===== src/rtl/bin2r4_encoder_pkg.sv =====
// -----------------------------------------------------------------------------
// bin2r4_encoder_pkg
//   Shared radix-4 signed-digit definitions: digit width, the five digit codes,
//   the encoder FSM state type and the Booth radix-4 recoding function.
//   The same codes are used by the radix-4-to-binary converter and the SRT
//   quotient logic, so any change here changes the digit bus everywhere.
// -----------------------------------------------------------------------------
package bin2r4_encoder_pkg;

  // Width of one signed digit code on the digit bus.
  localparam int DIG_W = 3;

  // Digit codes. Sign-magnitude flavoured: bit 2 set means negative.
  // Codes 011, 100 and 111 are never produced.
  localparam logic [DIG_W-1:0] R4_ZERO = 3'b000;
  localparam logic [DIG_W-1:0] R4_P1   = 3'b001;
  localparam logic [DIG_W-1:0] R4_P2   = 3'b010;
  localparam logic [DIG_W-1:0] R4_M1   = 3'b110;
  localparam logic [DIG_W-1:0] R4_M2   = 3'b101;

  typedef enum logic {
    ST_IDLE,
    ST_EMIT
  } state_e;

  // Booth radix-4 recoding of one overlapping bit triple
  // {b[2i+1], b[2i], b[2i-1]} -> d_i = -2*b[2i+1] + b[2i] + b[2i-1].
  function automatic logic [DIG_W-1:0] booth_code(input logic [2:0] triple);
    logic [DIG_W-1:0] code;
    unique case (triple)
      3'b000:  code = R4_ZERO;
      3'b001:  code = R4_P1;
      3'b010:  code = R4_P1;
      3'b011:  code = R4_P2;
      3'b100:  code = R4_M2;
      3'b101:  code = R4_M1;
      3'b110:  code = R4_M1;
      default: code = R4_ZERO;  // 3'b111: -2 + 1 + 1
    endcase
    return code;
  endfunction

endpackage


===== src/rtl/booth_r4_digit.sv =====
// -----------------------------------------------------------------------------
// booth_r4_digit
//   Combinational map from one overlapping Booth bit triple to a radix-4
//   signed-digit code. One instance per output digit.
// Ports:
//   triple  in   3      {b[2i+1], b[2i], b[2i-1]}
//   code    out  DIG_W  digit code (R4_ZERO/P1/P2/M1/M2)
// -----------------------------------------------------------------------------
module booth_r4_digit
  import bin2r4_encoder_pkg::*;
(
  input  logic [2:0]       triple,
  output logic [DIG_W-1:0] code
);

  assign code = booth_code(triple);

endmodule


===== src/rtl/bin2r4_encoder.sv =====
// -----------------------------------------------------------------------------
// bin2r4_encoder
//   Sequential binary-to-radix-4 signed-digit encoder. An unsigned mantissa is
//   Booth-recoded into NDIG digits in {-2..+2} in one cycle at accept time;
//   the digits then stream out most-significant first, one per handshake,
//   under valid/ready flow control. The packed digit word is also presented
//   and a one-cycle word_valid pulse follows the last digit.
//   WIDTH must be even and >= 4; NDIG is derived and must not be overridden.
// Ports:
//   clk         in   1            rising-edge clock
//   rst         in   1            asynchronous active-high reset
//   in_valid    in   1            input word valid
//   in_ready    out  1            encoder idle, can accept a word
//   in_data     in   WIDTH        unsigned binary mantissa
//   dig_valid   out  1            dig holds a valid digit
//   dig_ready   in   1            consumer accepts dig
//   dig         out  3            digit code of weight 4^dig_idx
//   dig_idx     out  IDX_W        weight index of the current digit
//   dig_last    out  1            current digit is index 0
//   word        out  3*NDIG       packed digits, digit i at [3i+2:3i]
//   word_valid  out  1            one-cycle pulse after the last digit
// -----------------------------------------------------------------------------
module bin2r4_encoder
  import bin2r4_encoder_pkg::*;
#(
  parameter  int WIDTH = 24,
  localparam int NDIG  = WIDTH / 2 + 1,
  localparam int IDX_W = $clog2(NDIG)
) (
  input  logic                  clk,
  input  logic                  rst,
  input  logic                  in_valid,
  output logic                  in_ready,
  input  logic [WIDTH-1:0]      in_data,
  output logic                  dig_valid,
  input  logic                  dig_ready,
  output logic [DIG_W-1:0]      dig,
  output logic [IDX_W-1:0]      dig_idx,
  output logic                  dig_last,
  output logic [DIG_W*NDIG-1:0] word,
  output logic                  word_valid
);

  // ---------------------------------------------------------------------------
  // Parallel recoding. ext[j] holds b[j-1]: a zero below the LSB for b[-1] and
  // two zeros above the MSB so the top digit sees {0, 0, b[WIDTH-1]}, which
  // keeps it non-negative (0 or +1) and makes the digit sum equal in_data.
  // ---------------------------------------------------------------------------
  logic [WIDTH+2:0]        ext;
  logic [DIG_W*NDIG-1:0]   codes;

  assign ext = {2'b00, in_data, 1'b0};

  for (genvar i = 0; i < NDIG; i++) begin : g_dig
    booth_r4_digit u_dig (
      .triple (ext[2*i+2 : 2*i]),
      .code   (codes[DIG_W*i +: DIG_W])
    );
  end

  // ---------------------------------------------------------------------------
  // Control: IDLE accepts a word, EMIT walks idx down from NDIG-1 to 0.
  // ---------------------------------------------------------------------------
  state_e                state, state_nxt;
  logic [IDX_W-1:0]      idx, idx_nxt;
  logic                  load;
  logic                  word_valid_nxt;
  logic [DIG_W*NDIG-1:0] word_q;
  logic                  word_valid_q;

  always_comb begin
    // NOTE: every signal written here gets a default first so that no path
    // through the case leaves it unassigned, which would infer a latch.
    state_nxt      = state;
    idx_nxt        = idx;
    load           = 1'b0;
    word_valid_nxt = 1'b0;
    unique case (state)
      ST_IDLE: begin
        if (in_valid) begin
          load      = 1'b1;
          idx_nxt   = IDX_W'(NDIG - 1);
          state_nxt = ST_EMIT;
        end
      end
      ST_EMIT: begin
        if (dig_ready) begin
          if (idx == '0) begin
            state_nxt      = ST_IDLE;
            word_valid_nxt = 1'b1;
          end else begin
            idx_nxt = idx - 1'b1;
          end
        end
      end
      default: state_nxt = ST_IDLE;
    endcase
  end

  // NOTE: sequential state uses non-blocking assignments so every flop samples
  // the pre-edge values regardless of statement or block ordering.
  always_ff @(posedge clk or posedge rst) begin
    if (rst) begin
      state        <= ST_IDLE;
      idx          <= '0;
      word_valid_q <= 1'b0;
    end else begin
      state        <= state_nxt;
      idx          <= idx_nxt;
      word_valid_q <= word_valid_nxt;
    end
  end

  // The word register is visible on the word port and must read zero after
  // reset, so unlike a pure datapath register it carries a reset. It is only
  // reloaded on accept and holds across the return to IDLE.
  always_ff @(posedge clk or posedge rst) begin
    if (rst) begin
      word_q <= '0;
    end else if (load) begin
      word_q <= codes;
    end
  end

  // ---------------------------------------------------------------------------
  // Outputs are decoded from registers only, so an asynchronous reset takes
  // them to their reset values without waiting for a clock edge, and they are
  // naturally stable while the consumer stalls.
  // ---------------------------------------------------------------------------
  assign in_ready   = (state == ST_IDLE);
  assign dig_valid  = (state == ST_EMIT);
  assign dig        = dig_valid ? word_q[DIG_W*idx +: DIG_W] : R4_ZERO;
  assign dig_idx    = idx;
  assign dig_last   = dig_valid && (idx == '0);
  assign word       = word_q;
  assign word_valid = word_valid_q;

endmodule

===== config.mk =====
export PLATFORM = sky130hd
export DESIGN_NAME = bin2r4_encoder
export DESIGN_NICKNAME = d
export VERILOG_FILES = /design/src/rtl/bin2r4_encoder_pkg.sv /design/src/rtl/booth_r4_digit.sv /design/src/rtl/bin2r4_encoder.sv
export SDC_FILE = /design/constraint.sdc
export NUM_CORES = 1
export LEC_CHECK = 0
export CAP_MARGIN = 40
export CORE_UTILIZATION = 26
export CTS_BUF_LIST = sky130_fd_sc_hd__clkbuf_4
export CTS_CLUSTER_SIZE = 30
export DETAILED_ROUTE_END_ITERATION = 12
export PLACE_DENSITY_LB_ADDON = 0.12
export SLEW_MARGIN = 30
export SYNTH_ARGS = -nofsm -noshare
export SYNTH_HDL_FRONTEND = slang
export SYNTH_SLANG_ARGS = --single-unit

===== constraint.sdc =====
create_clock -name clk -period 2.4 [get_ports clk]
set_input_delay 0.24 -clock clk [delete_from_list [all_inputs] [get_ports clk]]
set_output_delay 0.24 -clock clk [all_outputs]
set_load 0.01 [all_outputs]

==> impl_metrics.py <==
metrics = {
    "run_status": {
        "outcome": "complete, no violations",
    },
    "route": {
        "ant_nets": 0,
        "drt_iter0_drc": 81,
        "dr.max_layer_used": "met4",
        "vias": 2192,
        "routed_wl_um": 6833,
        "viasPerCell": 4.437,
        "drcViolationCount": 0,
        "route.met2.wl_um": 3136,
        "wl_met3_um": 325,
        "post_drt_wl_per_cell_um": 13.83,
        "wl_met1_um": 3208,
        "dr.pass1.iters": 4,
    },
    "power": {
        "p_switching_mw": 1.593,
        "p_leak_nw": 1.485,
        "p_clk_frac": 0.087,
        "ir_drop_mv": 0.3896,
        "p_per_area_nw_per_um2": 1169,
        "swShare": 0.3939,
        "internal_power_mw": 2.451,
        "p_seq_frac": 0.362,
        "power_frac_comb": 0.551,
    },
    "synthesis": {
        "ys_seq_elements": 43,
        "syn_inst": 292,
        "syn_area_per_cell_um2": 8.531,
        "yosysSeqAreaShare": 0.4319,
        "synth_area_um2": 2491,
        "synth.distinct_cells": 33,
        "yosysWarnings": 0,
    },
    "worst_setup_path": {
        "r2r-start": "dig_idx[0]$_DFFE_PP0P_",
        "reg2regPathDepth": 6,
        "setup.worst_path.end_class": "primary output",
        "ff2ff_setup_slack_ns": 0.57,
        "path_buf_inv": 3,
        "arrival_ns": 2.06,
        "cpLargestDelayFamily": "buffers and inverters",
        "path_max_fanout": 10,
        "regToRegEndpoint": "dig_idx[1]$_DFFE_PP0P_",
        "critPathLaunch": "dig_idx[0]$_DFFE_PP0P_",
        "critical_path.max_stage_delay_ns": 0.54,
        "slowest_stage": "clkdlybuf4s50_1",
        "path_class": "reg -> out",
        "required_ns": 2.16,
        "path_cells": "buf_8, clkinvlp_4, ha_1, and4bb_4, clkdlybuf4s50_1",
        "crit_path_start_kind": "flop",
    },
    "placed_design": {
        "dp.final_hpwl_um": 5366,
        "place.gp.congestion": 0.8100,
        "portBuffers": 75,
    },
    "global_routing": {
        "grt-ovfl-total": 0,
        "grt_max_degree": 28,
        "track_usage": 0.1467,
        "grt_first_pass_wirelength_um": 11210,
        "grt_pass1_vias": 2166,
        "antenna_found_initial": 1,
    },
    "floorplanning": {
        "rows": 35,
        "core_area_um2": 9240,
        "die_x_um": 99.89,
        "start_util": 0.2696,
        "die_h_um": 99.89,
        "io_pins": 78,
        "die-area_um2": 9977,
    },
    "timing": {
        "finalSetupViolCount": 0,
        "hold_ws_ns": 0.09052,
        "period_needed_ns": 2.299,
        "hold_viol_final": 0,
        "slew_violations": 0,
        "skew_ns": 0.01065,
        "min_period_over_period": 0.9580,
        "fmax_mhz": 434.9,
    },
    "final_layout": {
        "fillers": 973,
        "multi_input_area_um2": 1277,
        "regArea_um2": 1080,
        "final_nets": 396,
        "post-route-util": 0.3743,
        "syn_to_final_growth_pct": 38.82,
        "drive_gt1_frac": 0.09341,
    },
    "cts": {
        "cts.reportedPaths.clkPinSlew_ns": 0.13,
        "clk_latency_ns": 0.35,
        "htree_num_levels": 2,
        "cts_tree": "done",
        "clock-sinks": 43,
        "root_buffer": "clkbuf_4",
        "cts_buffer_depth": 2,
        "cts_buffers": 5,
    },
    "run": {
        "maxCapViolations": 0,
    },
    "worst_hold_path": {
        "hold_class": "in -> async",
    },
}
==> per-layer routing <==
metal	up-vias	global-route usage
li1	1129	-
met1	996	0.1912
met2	56	0.2324
met3	11	0.03691
met4	0	0.05995
met5	-	0
==> cell usage after synthesis <==
cell type,n,area (um^2)
a31oi_1,2,12.51
and4_1,1,8.760
mux4_2,4,90.09
a22o_1,2,17.52
buf_6,1,11.26
or2_2,1,6.260
o22ai_1,1,6.260
o211ai_1,1,7.510
nor2b_1,1,6.260
and4bb_4,1,16.27
nand3b_1,1,7.510
dfrtp_1,43,1076
inv_1,7,26.28
xor2_1,12,105.1
mux2i_1,7,70.07
mux2_2,1,11.26
nand3_1,11,55.05
and2_1,2,12.51
buf_4,3,22.52
a311oi_1,1,8.760
o21ai_0,38,190.2
o211ai_2,1,12.51
o31ai_1,2,15.01
mux4_1,2,52.55
nor2_1,27,101.4
ha_1,5,62.56
a21oi_1,25,125.1
buf_2,7,35.03
nand2_1,66,247.7
conb_1,1,3.750
a211oi_2,1,12.51
clkbuf_1,13,48.80
nand2b_1,1,6.260
==> timing repair <==
item / 4_1_cts / 5_1_grt
resized for setup: 10 / 3
endpoints found under the setup margin: 4 / 2
setup buffers: 1 / 1
pin swaps: 1 / 0
hold buffers: 0 / 0
==> state kept, by name (all words and copies together), names as in the netlist <==
| register | flops |
|---|---|
| word_valid | 1 |
| dig_valid | 1 |
| dig_idx | 4 |
| word | 37 |
==> power groups by stage <==
| stage | sequential, mW | clock [mW] | combinational [mW] |
|---|---|---|---|
| floorplan | 1.49 | 0 | 1.02 |
| detailed placement | 1.49 | 0 | 2.21 |
| CTS | 1.49 | 0.370 | 2.22 |
| finish | 1.46 | 0.353 | 2.23 |
| global placement | 1.50 | 0 | 2.19 |
| global route | 1.53 | 0.404 | 2.45 |
==> cell usage in the layout, fill, tap and decap left out, types with 5 or more instances in the layout <==
master and instances:
a21oi_1 24, clkbuf_4 6, xor2_1 12, ha_1 5, o21ai_0 38, mux4_2 5, nor2_1 27, buf_4 10
inv_1 5, dfrtp_1 40, mux2i_1 7, nand2_1 66, clkdlybuf4s50_1 72, nand3_1 11
==> per-stage QoR <==
stage | instance area [um^2] | power, mW | setup TNS, ns | setup slack, ns | instances
final | 3458 | 4.044 | 0 | 0.1009 | 494
after global routing | 3458 | 4.385 | -0.001425 | -0.001425 | 494
after CTS | 3427 | 4.077 | 0 | 0.005873 | 491
after detailed placement | 3359 | 3.705 | 0 | 0.2006 | 482
after global placement | 3359 | 3.687 | 0 | 0.2299 | 482
after floorplan | 2495 | 2.502 | 0 | 0.5870 | 293
==> worst max path at each step <==
stage / cells after the start / slack (ns) / to
2_1_floorplan: 6 / 0.59 / dig_idx[1]$_DFFE_PP0P_
3_3_place_gp: 5 / 0.23 / dig[0]
3_5_place_dp: 5 / 0.20 / dig[0]
4_1_cts: 5 / 0.006 / dig_last
5_1_grt: 5 / -0.001 / dig_last
6_report: 5 / 0.10 / dig_last
==> logic make-up (layout without fill, tap and decap cells) <==
family                     Yosys count  after routing  synth area share
and+or+nand+nor                    112            112            0.1879
AOI/OAI and AO/OA                   74             74            0.1637
DFF                                 43             43            0.4319
buffers and inverters               31            102           0.05776
muxes                               14             14           0.08991
xor gates and xnor gates            12             12           0.04219
adders and majority gates            5              5           0.02511
other                                1              3          0.001505
==> final cells by class <==
class | count | share of cell area
diodes | 1 | 0.0007236
clock buffers | 6 | 0.01302
inverters | 7 | 0.008683
well taps | 129 | 0.04667
clock inverters | 2 | 0.002171
multi-input cells | 219 | 0.3694
repair buffers | 87 | 0.2471
flip-flops and latches | 43 | 0.3122
Note: power is estimated with default switching activity, not from simulation.
==> RTL edit 1: new RTL, config.mk and constraints unchanged <==
Change the parameter `WIDTH` from 24 to 16.
--- a/src/rtl/bin2r4_encoder.sv
+++ b/src/rtl/bin2r4_encoder.sv
@@ -23,7 +23,7 @@
 module bin2r4_encoder
   import bin2r4_encoder_pkg::*;
 #(
-  parameter  int WIDTH = 24,
+  parameter  int WIDTH = 16,
   localparam int NDIG  = WIDTH / 2 + 1,
   localparam int IDX_W = $clog2(NDIG)
 ) (
Ports: changed (resized in_data and word); port bits go from 78 to 58. No check against the original RTL was run, so the function may have changed too.
==> RTL edit 1 against the unedited design <==
  * The flow now finishes with violations (DRC)
  * Wire length decreased by 31%
  * Synthesized cell count fell by 29%
  * Sequential cell count fell by 12
  * Synthesized area down 29%
  * Register-to-register slack gained 0.20 ns
  * Worst setup slack lost 0.017 ns
  * Total power is 26% lower
  * Sequential power shrank 26%
  * Clock power down 18%
  * Cell area decreased by 28%
  * Critical path type unchanged
  * Largest cell class unchanged
==> RTL edit 1: results (changes against the unedited design) <==
- Status: finished with violations
- Failing checks: DRC
- Post-Place Worst Slack: 0.2803 ns (+0.07970 ns)
- Routability congestion estimate: 0.7714 (-4.8%)
- DP Area: 2370 sq um (-29%)
- Register share of total power: 36.0% (-0.2 points)
- Peak VDD IR: 0.0004058 V (+4.2%)
- Crit Reg-Reg Endpoint: dig_idx[0]$_DFFE_PP0P_
- Filler cell count: 662 (-32%)
- Drc violations: 4 (+4)
- Post-route insts no fill: 342 (-31%)
- Crit path max fanout: 5 (-5)
- Total power: 2984 uW (-26%)
- R2R depth: 7 (+1)
- Synth top cells by count: nand2_1, dfrtp_1, o21ai_0
- Fin nets: 288 (-27%)
- Initial antenna violation count: 0 (-1)
- Port Buffers: 55 (-27%)
- Clk network pwr share: 9.7% (+1.0 points)
- Synth cell types: 30 (-9.1%)
- GR Util All Layers: 13.93% (-0.73 points)
- Clk_lat worst skew: 0.33 ns (-0.02 ns)
- Arr. time, crit path: 2.08 ns (+0.02 ns)
- Int Pwr: 1833 uW (-25%)
- Number of flip-flops in the largest register: 25 (-32%)
- Vias in the first global route: 1427 (-34%)
- Layout cell share with drive strength beyond 1: 10.19% (+0.85 points)
- Detailed Place HPWL: 3.531 mm (-34%)
- Leak Pwr: 0.001097 uW (-26%)
- Initial DRC Count: 84 (+3.7%)
## RTL edit 1: worst max-delay path, cell delays in order, from the launching register on
cell and delay (ns):
dfrtp_2 0.42, buf_4 0.15, mux4_2 0.48, mux2i_1 0.15, nor2_1 0.08, clkdlybuf4s50_1 0.48
## RTL edit 1: logic make-up after synthesis
logic type      synth area share (%)
fa+ha+maj                      2.813
compound gates                 14.77
simple gates                   19.34
buf+inv                        6.329
other cells                   0.2108
mux                            8.509
flops                          43.60
xor+xnor                       4.431
## RTL edit 1: area by class of cell
cell class                 count  area [sq um]  share of cell area (%)
multi-input combinational    154         899.6                   36.22
tap                           77         96.34                   3.879
inverter                       6         22.52                  0.9068
sequential                    31         779.5                   31.39
clock inverter                 2         7.507                  0.3023
timing repair buffer          66         633.1                   25.49
clock buffer                   6         45.04                   1.814
## RTL edit 1: how the worst max path moves through the flow
stage	start	to	slack (ns)	cells past startpoint
5_1_grt	dig_idx[1]$_DFFE_PP0P_	dig[1]	-0.01	5
6_report	dig_idx[1]$_DFFE_PP0P_	dig[2]	0.08	5
3_5_place_dp	dig_idx[1]$_DFFE_PP0P_	dig[0]	0.28	4
4_1_cts	dig_idx[1]$_DFFE_PP0P_	dig[0]	0.03	4
3_3_place_gp	dig_idx[1]$_DFFE_PP0P_	dig[0]	0.28	4
2_1_floorplan	dig_idx[1]$_DFFE_PP0P_	dig_idx[3]$_DFFE_PP0P_	0.77	6
## RTL edit 1: layer usage
metal	vias up	routed length, um	track usage [%]
met3	5	263	3.441
met4	0	66	4.622
met2	49	2048	20.33
met1	701	2349	20.12
li1	812	-	-
met5	-	0	0
## RTL edit 1: what timing repair did
item,4_1_cts,5_1_grt
setup buffers,0,7
pin swaps,0,0
resized for setup,2,5
setup endpoints to repair,3,4
==> RTL edit 2: new RTL, same flow settings <==
Without the edit above. Make the reset (`rst`) synchronous in 2 clocked blocks. Comments in the files are not updated.
--- a/src/rtl/bin2r4_encoder.sv
+++ b/src/rtl/bin2r4_encoder.sv
@@ -99,7 +99,7 @@
 
   // NOTE: sequential state uses non-blocking assignments so every flop samples
   // the pre-edge values regardless of statement or block ordering.
-  always_ff @(posedge clk or posedge rst) begin
+  always_ff @(posedge clk) begin
     if (rst) begin
       state        <= ST_IDLE;
       idx          <= '0;
@@ -114,7 +114,7 @@
   // The word register is visible on the word port and must read zero after
   // reset, so unlike a pure datapath register it carries a reset. It is only
   // reloaded on accept and holds across the return to IDLE.
-  always_ff @(posedge clk or posedge rst) begin
+  always_ff @(posedge clk) begin
     if (rst) begin
       word_q <= '0;
     end else if (load) begin
Function: differs if rst is asserted again (counterexample within 4 cycles, from zero or initial values and one cycle with rst high); with rst held inactive, the same outputs for 10 cycles.
==> RTL edit 2 against the unedited design <==
  * The run now ends with DRC left
  * Sequential cell count unchanged
  * Wire length up 5.4%
  * Non-clock buffer count down 1
  * Worst setup slack better by 0.036 ns
  * First-iteration DRC count up 54%
  * Cell area down 4.7%
  * Synthesized area down 4.5%
  * Largest cell class unchanged
Power is not compared: it rests on default switching activity, and its combinational part moved more than twofold at a synthesized area within 25%.
==> RTL edit 2: results (changes against the unedited design) <==
- Multi-input gate area: 1364 sq um (+6.8%)
- Worst hold stages: 2
- DRT Pass-1 Iters: 9 (+5)
- Synth Flop Type: dfxtp_1
- Hold Slack: 0.4794 ns (+0.3889 ns)
- Synth top cells by count: dfxtp_1, nor2_1, nand2_1
- DP Area: 3197 sq um (-4.8%)
- R2R Setup Slk: 0.49 ns (-0.08 ns)
- Crit Reg-Reg Endpoint: dig_idx[1]$_SDFFE_PP0P_
- Status: finished with violations
- Layout cell share with drive strength beyond 1: 7.799% (-1.5 points)
- Filler cell count: 933 (-4.1%)
- Worst r2r src: dig_idx[1]$_SDFFE_PP0P_
- Arr. time, crit path: 2.02 ns (-0.04 ns)
- Largest stage delay, worst path: 0.54 ns (about the same)
- Detailed Place HPWL: 5.134 mm (-4.3%)
- Synth cell types: 39 (+18%)
- Worst path top cell family by delay: multiplexers
- Avg Inst Size Synth: 8.009 sq um (-6.1%)
- First-pass GRT wire length: 11.25 mm (+0.37%)
- Via count: 2296 (+4.7%)
- Placed Cells: 457 (-5.2%)
- Routability congestion estimate: 0.7623 (-5.9%)
- Crit path max fanout: 8 (-2)
- Final wirelength: 7.200 mm (+5.4%)
- Async S/R FF share, synth: 0% (-100 points)
- Post-route insts no fill: 467 (-5.5%)
- Syn. warnings: 0 (unchanged)
- Sequential share of the synthesized area: 36.19% (-7.0 points)
- Clock transition at the registers of the reported paths: 0.12 ns
- Tightest Pin Transition: 0.5332 ns
- Maximum number of pins on one net before global-route repair: 48 (+71%)
- N_diodes: 0 (-1)
- Met2 WL: 3.235 mm (+3.2%)
- Root buffer cell: clkbuf_4
- GR Util All Layers: 15.05% (+0.38 points)
- HP Class: reg -> reg
- Failing checks: DRC
- Leak Pwr: 0.001212 uW
- Post-Place Worst Slack: 0.1727 ns (-0.02792 ns)
- Clock Skews: 0.01064 ns (-0.00001410 ns)
- Fin nets: 392 (-1.0%)
- Slowest cell on crit path: mux4_1
- Drc violations: 12 (+12)
- Ranking of synthesized cells by area: dfxtp_1, nor2_1, a21oi_1, nand2_1, a211oi_1
- Vias in the first global route: 2191 (+1.2%)
- WL met1: 3.507 mm (+9.3%)
- Peak VDD IR: 0.0001657 V
- Met3 wire length: 393 um (+21%)
- Initial antenna violation count: 0 (-1)
- Initial DRC Count: 125 (+54%)
RTL edit 2: timing repair:
action	4_1_cts	5_1_grt
pin swaps	1	0
cloned	0	1
gates resized for setup	5	10
setup endpoints to repair	4	4
setup buffers	0	3
RTL edit 2: tightest hold or removal path, cell delays in order, from the launching register on:
cell and delay (ns):
dfxtp_1 0.34, nand2_1 0.05, a21oi_1 0.05
RTL edit 2: power by group:
part,total (uW),switching [uW],internal [uW]
combinational,478,226,252
clock,343,227,116
sequential,826,62.9,763
total,1650,516,1130
RTL edit 2: layout make-up:
cell class / count / area share, %
Clock buffer: 6 / 1.367
Inverter: 5 / 0.5695
Multi-Input combinational cell: 219 / 41.38
Sequential cell: 43 / 26.23
Tap cell: 108 / 4.100
Timing Repair Buffer: 86 / 26.35
RTL edit 2: per-layer routing:
layer  GRT usage (%)  up-vias
li1                -     1167
met1           20.62     1067
met2           23.35       57
met3           4.173        5
met4           3.497        0
met5               0        -
RTL edit 2: logic make-up after synthesis:
family / share of synthesized area [%]
simple gates: 21.09
compound gates: 20.36
flops: 36.19
buf+inv: 7.154
mux: 8.890
xor+xnor: 4.050
fa+ha+maj: 2.104
other cells: 0.1577
RTL edit 2: worst max-delay path by stage:
stage	depth (start not counted)	slack, ns	start	end
floorplan	8	0.53	dig_idx[0]$_SDFFE_PP0P_	dig_idx[1]$_SDFFE_PP0P_
global placement	6	0.20	dig_idx[0]$_SDFFE_PP0P_	dig[0]
detailed placement	6	0.17	dig_idx[0]$_SDFFE_PP0P_	dig[0]
CTS	6	0.01	dig_idx[0]$_SDFFE_PP0P_	dig_last
global route	7	0.02	dig_idx[0]$_SDFFE_PP0P_	dig[1]
finish	5	0.14	dig_idx[0]$_SDFFE_PP0P_	dig[1]
